<file path="config.mk">
export PLATFORM = sky130hd
export DESIGN_NAME = keypad_scan_decoder
export DESIGN_NICKNAME = d
export VERILOG_FILES = /design/src/rtl/keypad_scan_decoder.sv
export SDC_FILE = /design/constraint.sdc
export NUM_CORES = 1
export LEC_CHECK = 0
export ABC_AREA = 1
export CAP_MARGIN = 20
export CORE_ASPECT_RATIO = 1.25
export CORE_UTILIZATION = 28
export CTS_CLUSTER_DIAMETER = 200
export CTS_CLUSTER_SIZE = 12
export DETAILED_ROUTE_END_ITERATION = 10
export DONT_BUFFER_PORTS = 1
export PLACE_DENSITY = 0.4
export SETUP_SLACK_MARGIN = 0.02
export SYNTH_ARGS = -nofsm -noshare
export SYNTH_HDL_FRONTEND = slang
export SYNTH_SLANG_ARGS = --single-unit
</file>
<file path="constraint.sdc">
create_clock -name clock_i -period 1.9 [get_ports clock_i]
set_input_delay 0.19 -clock clock_i [delete_from_list [all_inputs] [get_ports clock_i]]
set_output_delay 0.19 -clock clock_i [all_outputs]
set_load 0.02 [all_outputs]
</file>
<file path="src/rtl/keypad_scan_decoder.sv">
// Scans a ROWS x COLS key matrix one column at a time; debounces press and release and reports a key code.
// Latency: press/release confirmed (DEBOUNCE_TICKS-1)*SCAN_DIV+1 clocks after the first tick that sees it.
// Backpressure: none; event pulses are one clock wide and must be consumed when asserted.
module keypad_scan_decoder #(
  parameter int COLS           = 4,
  parameter int ROWS           = 4,
  parameter int KEY_W          = 4,
  parameter int SCAN_DIV       = 4,
  parameter int DEBOUNCE_TICKS = 3
) (
  input  logic             clock_i,
  input  logic             rst_ni,
  input  logic [ROWS-1:0]  row_in_i,
  output logic [COLS-1:0]  col_drive_o,
  output logic [KEY_W-1:0] key_code_o,
  output logic             key_valid_o,
  output logic             key_down_o,
  output logic             key_release_o
);

  localparam int CW = $clog2(COLS);
  localparam int RW = $clog2(ROWS);
  localparam int PW = $clog2(SCAN_DIV);
  localparam int DW = $clog2(DEBOUNCE_TICKS + 1);

  typedef enum logic [1:0] {ST_SCAN, ST_DEBOUNCE, ST_HELD} state_e;

  logic [ROWS-1:0]  sync1_q, rows_s_q;
  logic [PW-1:0]    presc_q;
  logic             tick;
  state_e           state_q, state_d;
  logic [CW-1:0]    col_idx_q, col_idx_d;
  logic [COLS-1:0]  col_drive_q, col_drive_d;
  logic [RW-1:0]    row_idx_q, row_idx_d;
  logic [DW-1:0]    cnt_q, cnt_d;
  logic [KEY_W-1:0] key_code_q, key_code_d;
  logic             key_valid_q, key_valid_d;
  logic             key_down_q, key_down_d;
  logic             key_release_q, key_release_d;

  logic [ROWS-1:0]  low_vec;
  logic             one_low;
  logic [RW-1:0]    low_row;
  logic             latched_only;
  logic             latched_high;
  logic             cnt_last;
  logic [CW-1:0]    col_adv_idx;
  logic [COLS-1:0]  col_adv_drive;
  logic [KEY_W-1:0] key_calc;

  // Two-flop synchroniser for the asynchronous row returns; idle (all high) out of reset.
  always_ff @(posedge clock_i or negedge rst_ni) begin
    if (!rst_ni) begin
      sync1_q  <= '1;
      rows_s_q <= '1;
    end else begin
      sync1_q  <= row_in_i;
      rows_s_q <= sync1_q;
    end
  end

  // Scan-rate prescaler: tick on the last count, then wrap.
  assign tick = (presc_q == PW'(SCAN_DIV - 1));
  always_ff @(posedge clock_i or negedge rst_ni) begin
    if (!rst_ni) presc_q <= '0;
    else         presc_q <= tick ? '0 : presc_q + 1'b1;
  end

  // Row sample classification and column/key arithmetic shared by all states.
  always_comb begin
    low_vec = ~rows_s_q;
    one_low = (low_vec != '0) && ((low_vec & (low_vec - ROWS'(1))) == '0);
    low_row = '0;
    for (int r = 0; r < ROWS; r++) begin
      if (low_vec[r]) low_row = RW'(r);
    end
    latched_only  = one_low && low_vec[row_idx_q];
    latched_high  = rows_s_q[row_idx_q];
    cnt_last      = (cnt_q == DW'(DEBOUNCE_TICKS - 1));
    col_adv_idx   = (col_idx_q == CW'(COLS - 1)) ? '0 : col_idx_q + 1'b1;
    col_adv_drive = {col_drive_q[COLS-2:0], col_drive_q[COLS-1]};
    key_calc      = KEY_W'(row_idx_q) * KEY_W'(COLS) + KEY_W'(col_idx_q);
  end

  // Scan/debounce/held control: decisions only on tick clocks, pulses default low.
  always_comb begin
    state_d       = state_q;
    col_idx_d     = col_idx_q;
    col_drive_d   = col_drive_q;
    row_idx_d     = row_idx_q;
    cnt_d         = cnt_q;
    key_code_d    = key_code_q;
    key_valid_d   = 1'b0;
    key_down_d    = key_down_q;
    key_release_d = 1'b0;
    if (tick) begin
      unique case (state_q)
        ST_SCAN: begin
          if (one_low) begin
            // Column stays put so the debounce keeps watching the same key.
            row_idx_d = low_row;
            cnt_d     = DW'(1);
            state_d   = ST_DEBOUNCE;
          end else begin
            // Nothing pressed, or a chord we cannot resolve: move on.
            col_idx_d   = col_adv_idx;
            col_drive_d = col_adv_drive;
          end
        end
        ST_DEBOUNCE: begin
          if (latched_only) begin
            if (cnt_last) begin
              key_code_d  = key_calc;
              key_valid_d = 1'b1;
              key_down_d  = 1'b1;
              cnt_d       = '0;
              state_d     = ST_HELD;
            end else begin
              cnt_d = cnt_q + 1'b1;
            end
          end else begin
            cnt_d       = '0;
            col_idx_d   = col_adv_idx;
            col_drive_d = col_adv_drive;
            state_d     = ST_SCAN;
          end
        end
        ST_HELD: begin
          // Only the latched row matters; a low sample restarts the release count.
          if (latched_high) begin
            if (cnt_last) begin
              key_release_d = 1'b1;
              key_down_d    = 1'b0;
              cnt_d         = '0;
              col_idx_d     = col_adv_idx;
              col_drive_d   = col_adv_drive;
              state_d       = ST_SCAN;
            end else begin
              cnt_d = cnt_q + 1'b1;
            end
          end else begin
            cnt_d = '0;
          end
        end
        default: state_d = ST_SCAN;
      endcase
    end
  end

  // State and output registers; column 0 is strobed out of reset.
  always_ff @(posedge clock_i or negedge rst_ni) begin
    if (!rst_ni) begin
      state_q       <= ST_SCAN;
      col_idx_q     <= '0;
      col_drive_q   <= ~COLS'(1);
      row_idx_q     <= '0;
      cnt_q         <= '0;
      key_code_q    <= '0;
      key_valid_q   <= 1'b0;
      key_down_q    <= 1'b0;
      key_release_q <= 1'b0;
    end else begin
      state_q       <= state_d;
      col_idx_q     <= col_idx_d;
      col_drive_q   <= col_drive_d;
      row_idx_q     <= row_idx_d;
      cnt_q         <= cnt_d;
      key_code_q    <= key_code_d;
      key_valid_q   <= key_valid_d;
      key_down_q    <= key_down_d;
      key_release_q <= key_release_d;
    end
  end

  assign col_drive_o   = col_drive_q;
  assign key_code_o    = key_code_q;
  assign key_valid_o   = key_valid_q;
  assign key_down_o    = key_down_q;
  assign key_release_o = key_release_q;

endmodule
</file>
==> results of run 1 <==
## metal layers
layer | up-vias | GRT usage, % | routed length, µm
li1 | 507 | - | -
met1 | 453 | 14.0 | 1160
met2 | 18 | 19.0 | 1270
met3 | 5 | 3.23 | 92
met4 | 0 | 5.22 | 43
met5 | - | 0 | 0
## per-stage QoR
| stage | std cells | setup slack, ns |
|---|---|---|
| finish | 228 | 0.206 |
| global route | 228 | 0.0244 |
| CTS | 228 | 0.190 |
| detailed placement | 214 | 0.212 |
| global placement | 214 | 0.283 |
| floorplan | 152 | 0.400 |
## worst max-delay path, delay by kind of cell (launching register included)
family          cells  cell delay, ns
buf+inv             2            0.19
flops               1            0.41
fa+ha+maj           1            0.30
simple gates        6            0.58
compound gates      1            0.14
## cell usage in the layout (no fill, tap or decap), types with 2 or more instances in the layout
| master | n |
|---|---|
| dlygate4sd3_1 | 5 |
| nand2_4 | 3 |
| nand3_2 | 3 |
| ha_1 | 6 |
| clkbuf_8 | 6 |
| buf_4 | 2 |
| inv_2 | 4 |
| nor2_1 | 9 |
| nand2_1 | 52 |
| nor2_4 | 2 |
| nand4_1 | 4 |
| dfrtp_1 | 18 |
| inv_1 | 15 |
| o21ai_1 | 9 |
| nor2_2 | 2 |
| o21ai_0 | 2 |
| dfstp_2 | 11 |
| nand3_1 | 6 |
## state kept, by name, indices dropped and copies added (netlist names)
name           cells
key_down_o         1
col_drive_o        4
rows_s_q           4
sync1_q            4
key_valid_o        1
col_idx_q          2
cnt_q              2
key_code_o         4
presc_q            2
row_idx_q          2
state_q            2
key_release_o      1
## timing repair
action | CTS | global route
hold buffers | 6 | 0
hold endpoints to repair | 33 | 0
buffers inserted | 0 | 0
## how the worst max path moves through the flow
stage	endpoint	slack, ns	cells after the start
floorplan	col_drive_o[1]	0.40	10
global placement	col_idx_q[0]	0.28	10
detailed placement	col_drive_o[3]	0.21	10
CTS	col_drive_o[3]	0.19	10
global route	col_drive_o[3]	0.02	10
finish	col_drive_o[3]	0.21	10
## power breakdown
group          switching [mW]  internal (mW)  leakage [nW]
clock network           0.232          0.426        0.0574
registers              0.0766          0.700         0.350
logic                   0.269          0.154         0.443
total                   0.578           1.28         0.850
## cell type report
class | instances | area (µm²)
clock buffers | 6 | 82.6
clock inverters | 2 | 37.5
fillers | 521 | 3090
inverters | 19 | 71.3
multi-input cells | 104 | 579
flip-flops and latches | 29 | 739
well taps | 60 | 75.1
repair buffers | 8 | 85.1
## kinds of logic after synthesis
group,after synthesis
AND/OR/NAND/NOR,85
flip-flops,29
buffers and inverters,19
AO/OA/AOI/OAI,13
adder cells (fa/ha/maj),6
==> summary.txt, run 1 <==
Yosys
  • Cell Area, Synth: 1390 µm²
  • Proportion of synthesized chip area in sequential cells: 53.2%
  • Most frequently used cell type in the post-synthesis netlist: nand2_1
  • Post-synthesis cell type with the largest combined area: dfrtp_1
  • Number of flops mapped to enable cells by yosys: 0
  • Area fraction in and, or, nand and nor cells after synthesis: 31.1%
  • Average cell area after synthesis: 9.15 µm²
  • Post-synth top area share: 32.4%
  • Adder-cell area share of the yosys netlist: 5.40%
  • Mapped Nets: 164
  • Xor and xnor fraction of the mapped netlist area: 0%
  • Flip-flop and latch count after synthesis: 29
  • Synthesis Warnings: 0
  • Largest family of logic cells by synthesized area: simple AND/OR/NAND/NOR gates
  • Compound-cell area share of the yosys netlist: 5.13%
  • Leading cell types by count after synthesis: 52 x nand2_1, 18 x dfrtp_1, 15 x inv_1
  • Ranking of synthesized cells by area: dfrtp_1 32%, dfstp_2 21%, nand2_1 14%, ha_1 5.4%, inv_1 4.1%
  • Multiplexer fraction of the synthesized cell area: 0%
  • Instance count of the mapped netlist: 152
  • Async set-reset flop share out of synthesis: 100%
  • Dominant register cell in the synthesized netlist: dfrtp_1
  • Cell variety after synth: 21

Setup path
  • CP max-delay cell: dfrtp_1
  • RR Startpoint: state_q[0]
  • Critical Path AT: 1.91 ns
  • Biggest fanout along the worst timing path: 7
  • Endpoint kind of the worst setup timing path: flip-flop
  • Slowest Stage Delay on Critical Path: 0.41 ns
  • Type of origin of the critical path: flip-flop
  • Cell repeated most along the worst path: nand2_1
  • Launch point of the worst path: state_q[0]
  • CP required: 2.12 ns
  • Destination of the worst register-to-register timing path: col_drive_o[3]
  • Crit-path cells: inv_1 -> ha_1 -> inv_1 -> nand3b_1 -> nand2_1 -> a21oi_2 -> nand3_4 -> nor2_4 -> nand2_1 -> nand2_1
  • Minimum setup slack among reg-to-reg paths: 0.21 ns
  • Crit Path Category: flip-flop to flip-flop
  • Depth of the worst register-to-register path: 10

Clock network
  • Clock buffers created by TritonCTS: 5
  • Maximum buffer depth of the clock tree: 2
  • Count of instances resized after the clock tree is built: 0
  • Number of clock sinks: 29
  • CTS clock-pin slew for the worst setup and hold paths: 0.06 ns
  • TritonCTS clock tree: yes
  • Library cell used as clock root buffer: clkbuf_8
  • H-tree depth: 2
  • Clock insertion delay at the later pin of the skew report: 0.27 ns

Timing
  • Number of max-slew violations in the final report: 0
  • RSZ-0062 raised after global routing: false
  • Worst hold margin: 0.348 ns
  • Worst clock skew: 0.00217 ns
  • Worst Tran Pin Value: 0.264 ns
  • Final cycle utilization of the critical path: 89.1%
  • Max_slew headroom: 82.3%
  • Clock period minus final worst setup slack: 1.69 ns
  • Setup total negative slack: 0 ns
  • Number of hold-slack violations in the final timing report: 0
  • Max Fclk: 590 MHz
  • Number of failing setup endpoints in the final timing report: 0

Power and ir drop
  • IR Drop Worst-Case VDD: 386 µV
  • Overall Power: 1.86 mW
  • Standby leakage power: 0.850 nW
  • Total power density per cell area: 1110 nW/µm²

Placement
  • Routability-driven placement congestion ratio: 0.781
  • Area after DPL: 1480 µm²
  • Number of buffers inserted by port buffering: 0
  • Final HPWL from detailed placement: 1900 µm

GRT
  • Via count of the first global-routing pass: 1021
  • Overflow after GRT: 0
  • Wire length of the first global-routing pass: 4570 µm
  • Gr usage total: 11.5%
  • Number of antenna violations at the first check in global routing: 0
  • Largest net degree at the start of global routing: 30

Final layout
  • Fin util: 35.1%
  • Layout cells sized above 1: 23.2%
  • Antenna cell count: 0
  • Layout-stage area growth over the synthesis result: 20.2%
  • Nets: 179
  • Post-route standard cell area excluding fillers: 1670 µm²

Drt
  • Remaining number of nets flagged by the antenna check after routing: 0
  • Via count: 983
  • Detailed-routing iteration count for the pre-antenna-repair pass: 4
  • Total routed wirelength: 2560 µm
  • DRC violation count after routing: 0
  • Vias per Instance: 4.31
  • Detail-routed net length per standard cell: 11.2 µm
  • Violation count after the first detailed-routing iteration: 42

Floorplan
  • Initial Util: 29.2%
  • X dimension of the die: 65.0 µm
  • Placeable core region: 4760 µm²
  • Area enclosed by the die boundary: 5250 µm²
  • IO Pins: 17
  • DIE HEIGHT: 80.8 µm
  • Number of standard-cell rows in the floorplan: 28

Flow run
  • Max capacitance violation total: 0

Outcome
  • Result of the run: finished clean

Min path
  • Min-delay worst type: primary input to asynchronous set/reset pin
Power figures use the tool's default switching activity.
==> run 2, diff against run 1 <==
--- a/config.mk
+++ b/config.mk
@@ -13,8 +13,10 @@
 export CTS_CLUSTER_SIZE = 12
 export DETAILED_ROUTE_END_ITERATION = 10
 export DONT_BUFFER_PORTS = 1
+export MAX_ROUTING_LAYER = met4
 export PLACE_DENSITY = 0.4
 export SETUP_SLACK_MARGIN = 0.02
+export SKIP_CTS_REPAIR_TIMING = 1
 export SYNTH_ARGS = -nofsm -noshare
 export SYNTH_HDL_FRONTEND = slang
 export SYNTH_SLANG_ARGS = --single-unit
==> summary.txt, run 2 (synthesis gave the netlist of run 1 again) <==
Timing
  • Final cycle utilization of the critical path: 89.3%
  • Worst hold margin: 0.355 ns
  • Worst Tran Pin Value: 0.263 ns
  • Post-route worst setup slack: 0.204 ns
  • RSZ-0062 raised after global routing: false
  • Max Fclk: 590 MHz
  • Setup total negative slack: 0 ns
  • Number of max-slew violations in the final report: 0
  • Number of hold-slack violations in the final timing report: 0
  • Number of failing setup endpoints in the final timing report: 0
  • Clock period minus final worst setup slack: 1.70 ns
  • Worst clock skew: 0.00364 ns
  • Max_slew headroom: 82.3%

Placement
  • Final HPWL from detailed placement: 1900 µm
  • Routability-driven placement congestion ratio: 0.792
  • Number of buffers inserted by port buffering: 0
  • Setup WS pre-CTS: 0.212 ns

Power and ir drop
  • Standby leakage power: 0.850 nW
  • Total power density per cell area: 1110 nW/µm²
  • Sequential share of power: 41.8%
  • IR Drop Worst-Case VDD: 387 µV
  • Combinational power share: 22.8%
  • Overall Power: 1.86 mW
  • Switching Power: 0.579 mW
  • Switching share of total power: 31.1%
  • Clock network fraction of total power: 35.4%
  • Internal power: 1.28 mW

Flow run
  • Max capacitance violation total: 0

Floorplan
  • X dimension of the die: 65.0 µm
  • DIE HEIGHT: 80.8 µm
  • Area enclosed by the die boundary: 5250 µm²
  • Number of standard-cell rows in the floorplan: 28
  • Initial Util: 29.2%
  • Placeable core region: 4760 µm²
  • IO Pins: 17

Drt
  • Detail-routed net length per standard cell: 11.4 µm
  • Detailed-routing iteration count for the pre-antenna-repair pass: 6
  • Remaining number of nets flagged by the antenna check after routing: 0
  • Total routed wirelength: 2610 µm
  • Violation count after the first detailed-routing iteration: 51
  • DRC violation count after routing: 0
  • Via count: 993
  • Vias per Instance: 4.36

GRT
  • Wire length of the first global-routing pass: 4550 µm
  • Met3 usage: 3.37%
  • Overflow after GRT: 0
  • Number of antenna violations at the first check in global routing: 0
  • GRT busiest layer: met2
  • Gr usage total: 11.9%
  • Via count of the first global-routing pass: 998
  • Met2 global-route usage: 19.2%
  • Global-route met1 utilization: 13.7%
  • Largest net degree at the start of global routing: 30

Clock network
  • Clock buffers created by TritonCTS: 5
  • TritonCTS clock tree: yes
  • H-tree depth: 2
  • Clock insertion delay at the later pin of the skew report: 0.27 ns
  • Maximum buffer depth of the clock tree: 2
  • Library cell used as clock root buffer: clkbuf_8
  • CTS clock-pin slew for the worst setup and hold paths: 0.06 ns
  • Number of clock sinks: 29

Final layout
  • Area used by multi-input combinational logic: 579 µm²
  • Filler Cell Count: 522
  • Most used cells in the layout excluding fill and tap cells: 52 x nand2_1, 18 x dfrtp_1, 15 x inv_1, 11 x dfstp_2
  • Layout cells sized above 1: 23.2%
  • Nets: 179
  • Commonest non-fill, non-tap cell in the layout: nand2_1
  • Layout-stage area growth over the synthesis result: 20.2%
  • Antenna cell count: 0
  • Sequential cell area in the final layout: 739 µm²

Outcome
  • Result of the run: finished clean

Setup path
  • Biggest fanout along the worst timing path: 7
  • Slowest Stage Delay on Critical Path: 0.42 ns
  • CP required: 2.12 ns
  • Critical Path AT: 1.92 ns
  • Cell repeated most along the worst path: nand2_1
  • Type of origin of the critical path: flip-flop
  • Crit Path Category: flip-flop to flip-flop
  • Endpoint kind of the worst setup timing path: flip-flop
  • Crit-path cells: inv_1 -> ha_1 -> inv_1 -> nand3b_1 -> nand2_1 -> a21oi_2 -> nand3_4 -> nor2_4 -> nand2_1 -> nand2_1
  • CP max-delay cell: dfrtp_1

Min path
  • Min-delay worst type: flip-flop to flip-flop
==> run 2: cell counts in the layout (fill, tap and decap cells not counted) <==
No cell type changed its count.
==> run 2: final cells by class <==
type                    count  share of cell area, %
clock buffers               6                   4.94
repair buffers              8                   5.09
multi-input cells         104                   34.7
well taps                  60                   4.49
clock inverters             2                   2.25
inverters                  19                   4.27
flip-flops and latches     29                   44.3
==> run 2: final timing paths <==
check	slack [ns]	cells past startpoint	start	to
max	0.20	10	state_q[0]	col_drive_o[3]
min	0.35	0	sync1_q[3]	rows_s_q[3]
max reg2reg	0.20	10	state_q[0]	col_drive_o[3]
min reg2reg	0.35	0	sync1_q[3]	rows_s_q[3]
max in group asynchronous	1.29	2	rst_ni	sync1_q[3]
min in group asynchronous	0.37	2	rst_ni	cnt_q[0]
==> run 2: power groups by stage <==
stage / Sequential (mW) / Combinational (mW) / Clock, mW
after floorplan: 0.767 / 0.321 / 0
final: 0.776 / 0.423 / 0.659
after global routing: 0.792 / 0.484 / 0.702
after detailed placement: 0.786 / 0.400 / 0
after global placement: 0.787 / 0.405 / 0
after CTS: 0.778 / 0.402 / 0.686
==> run 2: worst max-delay path: cells and delay by family, from the launching register on <==
family,cells,cell delay (ns)
AND/OR/NAND/NOR,6,0.58
flip-flops,1,0.42
adder cells (fa/ha/maj),1,0.30
buffers and inverters,2,0.19
AO/OA/AOI/OAI,1,0.14
==> run 2: through the flow <==
| stage | std cells | cell area (µm²) | util, % |
|---|---|---|---|
| detailed placement | 214 | 1480 | 31.1 |
| finish | 228 | 1670 | 35.1 |
| CTS | 222 | 1600 | 33.6 |
| global route | 228 | 1670 | 35.1 |
| floorplan | 152 | 1390 | - |
| global placement | 214 | 1480 | 31.1 |
==> run 2: metal layers <==
layer  vias to the layer above  share of wire, %  wire, µm
met5                         -                 0         0
met4                         0               1.7        43
met3                         5               3.5        92
met2                        19                50      1310
met1                       462                44      1160
li1                        507                 -         -
